`src/rtl/cpu_pkg.sv`:
```
// Shared definitions for the single-cycle MIPS CPU: next-PC source
// encodings, the default fetch/reset address and the PC-stage states.
package cpu_pkg;

  // Next-PC source selects driven by the controller
  localparam logic [1:0] NPC_SEQ    = 2'b00;
  localparam logic [1:0] NPC_BRANCH = 2'b01;
  localparam logic [1:0] NPC_JUMP   = 2'b10;
  localparam logic [1:0] NPC_JREG   = 2'b11;

  // Default reset PC, also the base of the instruction-memory window
  localparam logic [31:0] DEFAULT_RESET_PC = 32'h0000_3000;
  localparam int unsigned DEFAULT_IM_WORDS = 1024;

  // PC-stage states
  typedef enum logic [0:0] {
    PC_ST_RUN  = 1'b0,
    PC_ST_HALT = 1'b1
  } pc_state_e;

  // Branch displacement: signed word offset turned into a byte offset
  function automatic logic [31:0] branch_offset(input logic [15:0] imm);
    branch_offset = {{14{imm[15]}}, imm, 2'b00};
  endfunction

  // Jump target: region bits from the link address, index shifted to bytes
  function automatic logic [31:0] jump_target(input logic [31:0] link,
                                              input logic [25:0] index);
    jump_target = {link[31:28], index, 2'b00};
  endfunction

endpackage

```
`src/rtl/pc_unit_npc.sv`:
```
// Combinational next-PC computation. Selects between the sequential,
// branch, jump and jump-register paths. All arithmetic is modulo 2^32.
module npc
  import cpu_pkg::*;
(
  input  logic [31:0] pc,
  input  logic [1:0]  npc_sel,
  input  logic        br_taken,
  input  logic [15:0] imm16,
  input  logic [25:0] imm26,
  input  logic [31:0] ra,
  output logic [31:0] next_pc,
  output logic [31:0] seq_pc
);

  logic [31:0] branch_pc;

  // Sequential address doubles as the link value for jal/jalr
  assign seq_pc    = pc + 32'd4;
  assign branch_pc = seq_pc + branch_offset(imm16);

  // Source mux for the next fetch address
  always_comb begin
    next_pc = seq_pc;
    case (npc_sel)
      NPC_SEQ:    next_pc = seq_pc;
      NPC_BRANCH: next_pc = br_taken ? branch_pc : seq_pc;
      NPC_JUMP:   next_pc = jump_target(seq_pc, imm26);
      NPC_JREG:   next_pc = ra;
      default:    next_pc = seq_pc;
    endcase
  end

endmodule

```
`src/rtl/pc_unit.sv`:
```
// Program-counter stage: holds the fetch address, advances it from the
// selected next-PC source, and halts when the target leaves the
// instruction-memory window. Also counts accepted advances.
// Optional feature macro: PC_ALIGN_CHECK_EN -- when defined, a misaligned
// jump-register target halts the stage and sets the sticky pc_err flag;
// when undefined, the low two target bits are dropped and pc_err is 0.
module pc_unit
  import cpu_pkg::*;
#(
  parameter logic [31:0] RESET_PC = DEFAULT_RESET_PC,
  parameter int unsigned IM_WORDS = DEFAULT_IM_WORDS
) (
  input  logic        clk,
  input  logic        reset,
  input  logic        en,
  input  logic [1:0]  npc_sel,
  input  logic        br_taken,
  input  logic [15:0] imm16,
  input  logic [25:0] imm26,
  input  logic [31:0] ra,
  output logic [31:0] pc,
  output logic [31:0] pc_plus4,
  output logic        halted,
  output logic        pc_err,
  output logic [31:0] retired
);

  localparam logic [0:0] S_RUN  = PC_ST_RUN;
  localparam logic [0:0] S_HALT = PC_ST_HALT;

  // Window bounds in 33 bits so a window ending at 2^32 cannot wrap
  localparam logic [32:0] WIN_LO = {1'b0, RESET_PC};
  localparam logic [32:0] WIN_HI = WIN_LO + (33'(IM_WORDS) << 2);

  logic [31:0] pc_reg, pc_next;
  logic [31:0] retired_reg, retired_next;
  logic [0:0]  state_reg, state_next;
  logic        err_reg, err_next;

  logic [31:0] npc_raw;
  logic [31:0] seq_pc;
  logic [31:0] target;
  logic        misaligned;
  logic        in_window;
  logic        accept;

  npc u_npc (
    .pc       (pc_reg),
    .npc_sel  (npc_sel),
    .br_taken (br_taken),
    .imm16    (imm16),
    .imm26    (imm26),
    .ra       (ra),
    .next_pc  (npc_raw),
    .seq_pc   (seq_pc)
  );

`ifdef PC_ALIGN_CHECK_EN
  // Only a register target can be misaligned; PC-relative paths stay aligned
  assign target     = npc_raw;
  assign misaligned = |npc_raw[1:0];
`else
  // Drop the byte-offset bits so a register target always lands on a word
  assign target     = {npc_raw[31:2], 2'b00};
  assign misaligned = 1'b0;
`endif

  // Candidate target must sit inside [RESET_PC, RESET_PC + 4*IM_WORDS)
  assign in_window = ({1'b0, target} >= WIN_LO) && ({1'b0, target} < WIN_HI);
  assign accept    = in_window && !misaligned;

  // Next-state logic: advance on accepted target, halt on a rejected one
  always_comb begin
    pc_next      = pc_reg;
    retired_next = retired_reg;
    state_next   = state_reg;
    err_next     = err_reg;
    if (state_reg == S_RUN && en) begin
      if (accept) begin
        pc_next      = target;
        retired_next = retired_reg + 32'd1;
      end else begin
        state_next = S_HALT;
        err_next   = err_reg | misaligned;
      end
    end
  end

  // State registers with asynchronous active-low reset
  always_ff @(posedge clk or negedge reset) begin
    if (!reset) begin
      pc_reg      <= RESET_PC;
      retired_reg <= 32'd0;
      state_reg   <= S_RUN;
      err_reg     <= 1'b0;
    end else begin
      pc_reg      <= pc_next;
      retired_reg <= retired_next;
      state_reg   <= state_next;
      err_reg     <= err_next;
    end
  end

  assign pc       = pc_reg;
  assign pc_plus4 = seq_pc;
  assign halted   = (state_reg == S_HALT);
  assign retired  = retired_reg;
`ifdef PC_ALIGN_CHECK_EN
  assign pc_err   = err_reg;
`else
  assign pc_err   = 1'b0;
`endif

endmodule

```
`config.mk`:
```
export PLATFORM = sky130hd
export DESIGN_NAME = pc_unit
export DESIGN_NICKNAME = d
export VERILOG_FILES = /design/src/rtl/cpu_pkg.sv /design/src/rtl/pc_unit_npc.sv /design/src/rtl/pc_unit.sv
export SDC_FILE = /design/constraint.sdc
export NUM_CORES = 1
export LEC_CHECK = 0
export BUFFER_PORTS_ARGS = -buffer_cell sky130_fd_sc_hd__buf_4
export CAP_MARGIN = 20
export CORE_MARGIN = 5
export CORE_UTILIZATION = 50
export DETAILED_ROUTE_END_ITERATION = 8
export HOLD_SLACK_MARGIN = 0.05
export PLACE_DENSITY = 0.76
export SETUP_SLACK_MARGIN = 0.3
export SLEW_MARGIN = 5
export SYNTH_ARGS = -nofsm -noshare
export SYNTH_HDL_FRONTEND = slang
export SYNTH_SLANG_ARGS = --single-unit
```
`constraint.sdc`:
```
create_clock -name clk -period 5.6 [get_ports clk]
set_input_delay 0.84 -clock clk [delete_from_list [all_inputs] [get_ports clk]]
set_output_delay 0.84 -clock clk [all_outputs]
set_load 0.005 [all_outputs]
```
==> results.md <==
* Cell Rows at 42
* Rel. slew slack at 0.461
* Clock tree sinks at between 60 and 70
* Critical path class: reg2reg
* Final Max Tran Viols at 0
* Max-cap viol count at 0
* Leak pwr at between 4 and 5 nW
* Num CTS Buffers at 9
* Count of cell types in the netlist at just under 90
* Core ar. at 13200 um2
* DRC marker count from the first detailed-route iteration at about 630
* Data arrival time of the critical path at 5.30 ns
* Per-cell routed wire length at 19.3 um
* H-tree lvl count at 3
* N_diodes at 0
* Critical path data required time at roughly 5.8 ns
* CTS root buf: clkbuf_16
* Layout cells sized above 1 at 0.272
* Initial Util at 0.506
* Final ANT Viol Nets at 0
* Predominant post-synthesis flop cell: dfrtp_1
* Nets@finish at about 1.1k
* Post-DP HPWL at 17700 um
* Final Hold Fails at 0
* Met2 WL at approximately 11000 um
* Count leader, synth: nand2_1
* Via density at about 6.1
* WL met3 at 1700 um
* Top Layer Used: met4
* CTS max path bufs at 2
* Unrepaired setup endpoints after global routing: no
* Slew @ Worst Pin at roughly 0.81 ns
* Placed Area at 8150 um2
* P&R area growth vs syn at 28.0%
* Setup TNS Final at 0 ns
* Yosys reg bits at 63
* Largest net degree at the start of global routing at 64
* Largest cells by area after synthesis: dfrtp_1, ha_1, xor2_1
* CP max FO at 50
* Top Ports at between 150 and 200
* Synth top area share at 0.229
* Peak supply drop at around 0.23 mV
* Die W at ~130 um
* CP endpoint kind: register
* Clock slew at reported path FFs at 0.05 ns
* Initial antenna violation count at 0
* Overall Power at roughly 1.3 mW
* Setup-failing EPs final at 0
* Yosys warns at 0
* CP startpoint kind: register
* Met1 wire length at between 9000 and 10000 um
* I/O Buffers at between 150 and 200
* Chip height at between 100 and 150 um
* CTS tree: built
* Max FFs per register at 32
* Global-route wire length before repair at between 30000 and 40000 um
* Final wirelength at between 20000 and 25000 um
* Outcome: finished clean
* Post-synth EDFFs at 0
* Overflow after GRT at 0
* Clock Latency Late Sink at roughly 0.33 ns
* Fin crit share at 0.903
* Post-synthesis async set-or-reset flop share at 1.00
* Mean post-synth cell area at roughly 8.1 um2
* Post-route cell area at around 8500 um2
* WHS at between 0.4 and 0.5 ns
* Cells after Synth at between 800 and 900
* Drc violations at 0
* Sequential element share of the synthesized area at 0.237
* Hold Path Class: reg2reg
* Synth area leader: dfrtp_1
* RePlAce Congestion at between 1 and 1.5
* Via count at between 7k and 8k
* Post-synth top cells: nand2_1, nor2_1, dfrtp_1
* Clock Skew at about 0.0062 ns
* Mapped cell area at ~6700 um2
* Achievable clock frequency at just under 200 MHz
* Cell Pwr Density at around 150 nW/um2
* Drt first pass iters at 6
* Die area at 15800 um2
* Final core utilization at 0.648
* Vias in the first global route at just under 7k
* Post-layout minimum cycle time at a little over 5 ns
* Gr usage total at 0.278
power breakdown:
part           switching (mW)  internal (mW)  total [mW]
clock network           0.193          0.322       0.515
logic                   0.183          0.144       0.327
registers             0.00202          0.459       0.461
total                   0.378          0.926        1.30
placed cells by master (no fill, tap or decap), types with 9 or more instances in the layout:
cell type and count:
and3_1 10, xnor2_1 23, dfrtp_1 59, nor3_1 25
nand4_1 19, o211ai_1 10, xor2_1 40, a21o_1 11
a31oi_1 9, a21oi_1 38, nor4_1 14, inv_1 39
mux2_2 12, mux2i_1 24, ha_1 34, a211oi_1 14
and2_1 25, nor2b_1 10, buf_4 191, nand3_1 30
clkbuf_16 9, a21boi_0 9, o21ai_0 32, nor2_1 64
nand2_1 83, nor4_2 15
kinds of logic after synthesis:
kind of cell,Yosys count,share of synthesized area
compound gates,197,0.207
xor+xnor,66,0.0877
fa+ha+maj,36,0.0686
buf+inv,81,0.0527
flops,63,0.237
mux,37,0.0596
other cells,1,0.000562
simple gates,348,0.287
area by class of cell:
| class | instances | area, um2 |
|---|---|---|
| Multi-Input combinational cell | 689 | 4870 |
| Fill cell | 1167 | 4640 |
| Sequential cell | 63 | 1580 |
| Timing Repair Buffer | 192 | 1450 |
| Clock buffer | 13 | 260 |
| Tap cell | 176 | 220 |
| Inverter | 39 | 146 |
| Clock inverter | 3 | 17.5 |
layer usage:
layer / vias up / GRT usage
met3: 46 / 0.0537
met4: 0 / 0.104
met5: - / 0
met1: 3415 / 0.362
li1: 3374 / -
met2: 343 / 0.457
worst max-delay path, cell delays in order (launching register included):
cell       delay [ns]
dfstp_2          0.59
nand2_2          0.13
or4_4            0.57
nor4_1           0.30
xnor2_1          0.26
inv_1            0.14
ha_1             0.39
a21oi_1          0.19
o21ai_1          0.17
a311o_1          0.43
a21oi_1          0.13
o2111a_1         0.25
o2111ai_1        0.17
nor4_2           0.36
nand4_4          0.15
buf_12           0.22
nor4_2           0.31
xor2_1           0.18
path summary, 6_finish.rpt:
| kind | from | endpoint | slack, ns | cells after the start |
|---|---|---|---|---|
| max in group asynchronous | reset | pc[3]$_DFFE_PN0P_ | 4.44 | 1 |
| worst min-delay path | retired[31]$_DFFE_PN0P_ | retired[31]$_DFFE_PN0P_ | 0.48 | 1 |
| worst max-delay path | pc[13]$_DFFE_PN1P_ | retired[23]$_DFFE_PN0P_ | 0.54 | 17 |
| worst min register to register | retired[31]$_DFFE_PN0P_ | retired[31]$_DFFE_PN0P_ | 0.48 | 1 |
| min in group asynchronous | reset | retired[26]$_DFFE_PN0P_ | 0.61 | 1 |
| worst max register to register | pc[13]$_DFFE_PN1P_ | retired[23]$_DFFE_PN0P_ | 0.54 | 17 |
per-stage QoR:
step,cells,worst slack [ns]
after floorplan,833,1.14
after global placement,1156,0.371
after detailed placement,1156,0.365
after CTS,1172,0.315
after global routing,1175,0.319
final,1175,0.544
repair_timing:
item | 4_1_cts | 5_1_grt
gates resized for setup | 0 | 24
endpoints found under the setup margin | 0 | 62
setup buffers | 0 | 3
hold buffers | 0 | 0
(Power assumes the default switching activity.)
